### config.mk
export PLATFORM = sky130hd
export DESIGN_NAME = hilo_div_unit
export DESIGN_NICKNAME = d
export VERILOG_FILES = /design/src/rtl/hilo_div_unit.sv
export SDC_FILE = /design/constraint.sdc
export NUM_CORES = 1
export LEC_CHECK = 0
export ABC_CLOCK_PERIOD_IN_PS = 10000
export CORE_AREA = 10 10 171 173
export CTS_BUF_LIST = sky130_fd_sc_hd__clkbuf_8
export DETAILED_ROUTE_END_ITERATION = 8
export DIE_AREA = 0 0 181 183
export DONT_BUFFER_PORTS = 1
export SLEW_MARGIN = 20
export SYNTH_ARGS = -nofsm -noshare
export SYNTH_HDL_FRONTEND = slang
export SYNTH_SLANG_ARGS = --single-unit
### constraint.sdc
create_clock -name clk -period 10 [get_ports clk]
set_clock_uncertainty 0.05 [all_clocks]
set_input_delay 2 -clock clk [delete_from_list [all_inputs] [get_ports clk]]
set_output_delay 2 -clock clk [all_outputs]
set_load 0.05 [all_outputs]
### src/rtl/hilo_div_unit.sv
// hilo_div_unit: iterative radix-2 restoring divider for DIV/DIVU, producing {remainder, quotient} for HI/LO.
// Latency: ready rises WIDTH+1 clocks after the accept edge, or 2 clocks after it for a zero divisor.
// Backpressure: stall = start & ~ready holds the pipeline; ready and result stay up while start is held.
// Ports: clk, rst (async active-low), start/signed_div/annul control, opdata1 (dividend), opdata2 (divisor),
//        result {HI, LO}, ready (registered), stall (combinational).
module hilo_div_unit #(
  parameter int WIDTH = 32
) (
  input  logic               clk,
  input  logic               rst,
  input  logic               start,
  input  logic               signed_div,
  input  logic               annul,
  input  logic [WIDTH-1:0]   opdata1,
  input  logic [WIDTH-1:0]   opdata2,
  output logic [2*WIDTH-1:0] result,
  output logic               ready,
  output logic               stall
);

  localparam logic [1:0] IDLE    = 2'd0;
  localparam logic [1:0] DIVZERO = 2'd1;
  localparam logic [1:0] ON      = 2'd2;
  localparam logic [1:0] END     = 2'd3;

  localparam int CW = $clog2(WIDTH);
  localparam logic [CW-1:0]    CNT_ONE  = CW'(1);
  localparam logic [CW-1:0]    CNT_LAST = CW'(WIDTH - 1);
  localparam logic [WIDTH-1:0] ONE      = WIDTH'(1);

  logic [1:0]       state;
  logic [CW-1:0]    count;
  logic [WIDTH-1:0] rem;       // partial remainder
  logic [WIDTH-1:0] dvd;       // dividend bits shift out the top, quotient bits shift in the bottom
  logic [WIDTH-1:0] dvs;       // divisor magnitude
  logic             sgn;
  logic             neg1;
  logic             neg2;

  logic [WIDTH-1:0] mag1;
  logic [WIDTH-1:0] mag2;
  logic [WIDTH:0]   shifted;
  logic [WIDTH:0]   trial;
  logic [WIDTH-1:0] rem_nxt;
  logic [WIDTH-1:0] quo_nxt;
  logic [WIDTH-1:0] q_fix;
  logic [WIDTH-1:0] r_fix;

  assign stall = start & ~ready;

  always_comb begin
    mag1 = (signed_div && opdata1[WIDTH-1]) ? (~opdata1 + ONE) : opdata1;
    mag2 = (signed_div && opdata2[WIDTH-1]) ? (~opdata2 + ONE) : opdata2;

    // The shifted remainder needs WIDTH+1 bits: with a divisor above 2^(WIDTH-1)
    // the doubled remainder can exceed WIDTH bits before the subtract.
    shifted = {rem, dvd[WIDTH-1]};
    trial   = shifted - {1'b0, dvs};
    rem_nxt = trial[WIDTH] ? shifted[WIDTH-1:0] : trial[WIDTH-1:0];
    quo_nxt = {dvd[WIDTH-2:0], ~trial[WIDTH]};

    // Quotient sign is the XOR of operand signs; remainder follows the dividend.
    // The most-negative / -1 case falls out naturally: the magnitude quotient
    // 2^(WIDTH-1) negates to itself.
    q_fix = (sgn && (neg1 ^ neg2)) ? (~quo_nxt + ONE) : quo_nxt;
    r_fix = (sgn && neg1)          ? (~rem_nxt + ONE) : rem_nxt;
  end

  always_ff @(posedge clk or negedge rst) begin
    if (!rst) begin
      state  <= IDLE;
      count  <= '0;
      rem    <= '0;
      dvd    <= '0;
      dvs    <= '0;
      sgn    <= 1'b0;
      neg1   <= 1'b0;
      neg2   <= 1'b0;
      result <= '0;
      ready  <= 1'b0;
    end else begin
      case (state)
        IDLE: begin
          ready <= 1'b0;
          if (start && !annul) begin
            sgn   <= signed_div;
            neg1  <= opdata1[WIDTH-1];
            neg2  <= opdata2[WIDTH-1];
            dvd   <= mag1;
            dvs   <= mag2;
            rem   <= '0;
            count <= '0;
            state <= (opdata2 == '0) ? DIVZERO : ON;
          end
        end
        DIVZERO: begin
          if (annul) begin
            count <= '0;
            state <= IDLE;
          end else begin
            result <= '0;
            state  <= END;
          end
        end
        ON: begin
          if (annul) begin
            count <= '0;
            state <= IDLE;
          end else begin
            rem   <= rem_nxt;
            dvd   <= quo_nxt;
            count <= count + CNT_ONE;
            if (count == CNT_LAST) begin
              result <= {r_fix, q_fix};
              count  <= '0;
              state  <= END;
            end
          end
        end
        END: begin
          // ready rises on the first edge spent in END, one clock after result loads.
          if (start && !annul) begin
            ready <= 1'b1;
          end else begin
            ready <= 1'b0;
            state <= IDLE;
          end
        end
        default: state <= IDLE;
      endcase
    end
  end

endmodule
==> out/summary.txt <==
Leak: 5.40 nW
Worst setup SP type: flip-flop
vias in the first global route: 10,297
Gate power share: 0.672
asr flop ratio synth: 1.00
Post-Syn Nets: 1,648
MaxCap Viol Count: 0
Post-DP HPWL: 26,800 um
status: complete, no violations
CP peak stage delay: 0.48 ns
Hold Path Cell Cnt: 2
CTS tree: yes
main combinational cell family by area after synthesis: compound AO/OA/AOI/OAI gates
Pwr Total: 4.84 mW
CTS H-tree depth: 4
cell-internal power: 2.26 mW
post-layout minimum cycle time: 5.18 ns
Synth top area share: 0.351
YS warnings: 0
IO buf count: 0
initial antenna violation count: 0
clock-pin slew of the registers on the worst-case setup and hold paths: 0.09 ns
worst min path class: reg2reg
Layout Nets: 1,602
first-pass GRT wire length: 57,300 um
Post-Synth Simple-Gate Area: 0.205
Max transition margin: 0.372
CP Data Arrival Time: 5.52 ns
TNS Setup: 0 ns
most frequent cells in the layout: nand2_1 (238), o21ai_0 (208), dfrtp_1 (171), a21oi_1 (142), nor2_1 (115)
hold_buf cts: 0
dominant synthesized flop cell: dfrtp_1
final hold vios: 0
# clock sinks: 171
Pwr Density: 379 mW/mm^2
vias: 10,790
post-synthesis cell area: 0.0122 mm^2
critical path, cell by cell: ha_1, and4_1, nand2_1, o2bb2ai_2, or4_4, o211a_4, clkinv_1, buf_4, nor2_1, a21oi_1, ha_1, inv_1, or2_2, or4_1, o31ai_1, a41oi_1, nor2_1, a21oi_1, xor2_1, o21ai_0
Synth Area in Adders: 0.0447
mux cell area share after synthesis: 0.0283
switching part of the total power: 0.532
largest net degree at the start of global routing: 172
Iter 0 DRT Violations: 784
die footprint: 0.0331 mm^2
Initial DRT Pass Iterations: 5
wire per inst: 19.3 um
flop2flop setup slack: 4.82 ns
Buffers & Inverters on Critical Path: 3
Starting Density: 0.474
kind of end point of the critical path: flip-flop
Die Ht: 183 um
Cell variety after synth: 73
most common cell after layout, fill and taps aside: nand2_1
Slew Viols, Final: 0
CP max-delay cell: ha_1
post-synth top area cell: dfrtp_1
sw power: 2.58 mW
Hold Slack: 0.433 ns
worst r2r dst: result[54]
worst-path maximum fanout: 35
highest clock rate: 0.193 GHz
root buffer cell: clkbuf_8
Setup Buffers After CTS: 0
Final setup viols: 0
Mapped Cells: 1,536
die width: 181 um
n_diodes: 0
register area share after synthesis: 0.351
Hold EP: dvs[18]
Tcrit/Tclk final: 0.518
ratio of cells with drive above 1 in the final layout: 0.0486
crit path from: rem[19]
P&R area growth vs syn: 4.78%
maximum vdd drop: 321 uV
min-delay src: dvs[18]
Flop pwr share: 0.223
critical path required time: 10.34 ns
final core occ: 0.496
total gr overflow: 0
clock network power share: 0.104
R2R Path Start: rem[19]
CTS buffer count: 17
post-synthesis compound-gate area fraction: 0.231
Antenna Nets Post-Route: 0
Clock Path Buffers: 2
Site Rows: 59
RSZ-0062 raised after global routing: no
core area: 0.0258 mm^2
CP top delay family: simple AND/OR/NAND/NOR gates
Yosys reg bits: 171
Worst Tran Pin Value: 0.940 ns
Post-Synth XOR/XNOR Area: 0.0962
GP Congestion: 0.882
r2r worst-path depth: 20
io pins: 135
drt via density: 5.87
Post-synth EDFFs: 0
Clock Latency Late Sink: 0.47 ns
syn_area_per_cell: 7.95 um^2
Worst Setup Path Type: reg2reg
Synth area leaders: dfrtp_1 (35%), o21ai_0 (8.6%), nand2_1 (7.4%), a21oi_1 (5.8%), xnor2_1 (5.8%)
All-Layer GR Usage: 0.209
drt drc: 0
Post-Route WL: 35,500 um
post_cts resized: 0
-- routing by layer --
layer | vias up | wire, um | global-route usage
met2 | 287 | 16700 | 0.335
li1 | 5304 | - | -
met4 | 0 | 905 | 0.0648
met3 | 48 | 2290 | 0.0467
met5 | - | 0 | 0
met1 | 5151 | 15700 | 0.277
-- logic make-up (layout without fill, tap and decap cells) --
logic type,after synthesis,count (layout)
flip-flops,171,171
multiplexers,34,34
adder cells (fa/ha/maj),43,43
AO/OA/AOI/OAI,481,481
buffers and inverters,137,103
XOR/XNOR,134,134
AND/OR/NAND/NOR,536,536
-- through the flow --
step                      cell area (um^2)  setup WS, ns  cells
final                                12800          4.82   1837
after global routing                 12800          4.41   1837
after CTS                            12800          4.88   1837
after detailed placement             12400          4.92   1806
after global placement               12400          5.07   1806
after floorplan                      12200          5.24   1536
-- worst reg2reg max path, cell delays in order, from the launching register on --
cell and delay [ns]:
dfrtp_1 0.45, ha_1 0.48, and4_1 0.34, nand2_1 0.11, o2bb2ai_2 0.07, or4_4 0.48
o211a_4 0.26, clkinv_1 0.07, buf_4 0.35, nor2_1 0.08, a21oi_1 0.21, ha_1 0.24
inv_1 0.07, or2_2 0.36, or4_1 0.42, o31ai_1 0.23, a41oi_1 0.14, nor2_1 0.27
a21oi_1 0.11, xor2_1 0.19, o21ai_0 0.14
-- cells in the mapped netlist (all sizes together), types with 7 or more instances --
library cell / n
nand2: 241
or3: 22
a21o: 7
or4: 12
nand2b: 9
xnor2: 81
a21oi: 148
inv: 62
dfrtp: 171
o21ai: 222
clkbuf: 49
nor3: 40
o21a: 10
ha: 42
and3: 7
xor2: 53
and2: 16
mux2i: 30
a31oi: 17
and4: 8
nand3: 16
a211oi: 13
nor4: 18
nor2: 115
o31ai: 14
buf: 25
a22o: 7
-- power by group through the flow --
stage               combinational, mW  sequential, mW  clock [mW]
global route                     3.62            1.11       0.543
detailed placement               3.20            1.09           0
CTS                              3.22            1.08       0.518
floorplan                        2.51            1.02           0
global placement                 3.21            1.09           0
finish                           3.25            1.08       0.505
-- cell type report --
| cell class | count | area, um^2 |
|---|---|---|
| clock buffer | 17 | 234 |
| clock inverter | 14 | 160 |
| fill | 2557 | 13000 |
| inverter | 63 | 236 |
| multi-input combinational | 1228 | 7390 |
| sequential | 171 | 4280 |
| tap | 335 | 419 |
| timing repair buffer | 9 | 67.6 |
-- worst max-delay path by stage --
stage / to / slack, ns / cells after the start
6_report: result[54] / 4.82 / 20
5_1_grt: result[54] / 4.41 / 23
2_1_floorplan: stall / 5.24 / 1
4_1_cts: result[54] / 4.88 / 20
3_3_place_gp: result[54] / 5.07 / 20
3_5_place_dp: result[62] / 4.92 / 20
-- state kept, by name, summed over array words and instances, names as in the netlist --
signal	cells
neg2	1
ready	1
dvd	32
dvs	32
result	64
neg1	1
sgn	1
count	5
rem	32
state	2
(Power assumes the default switching activity.)
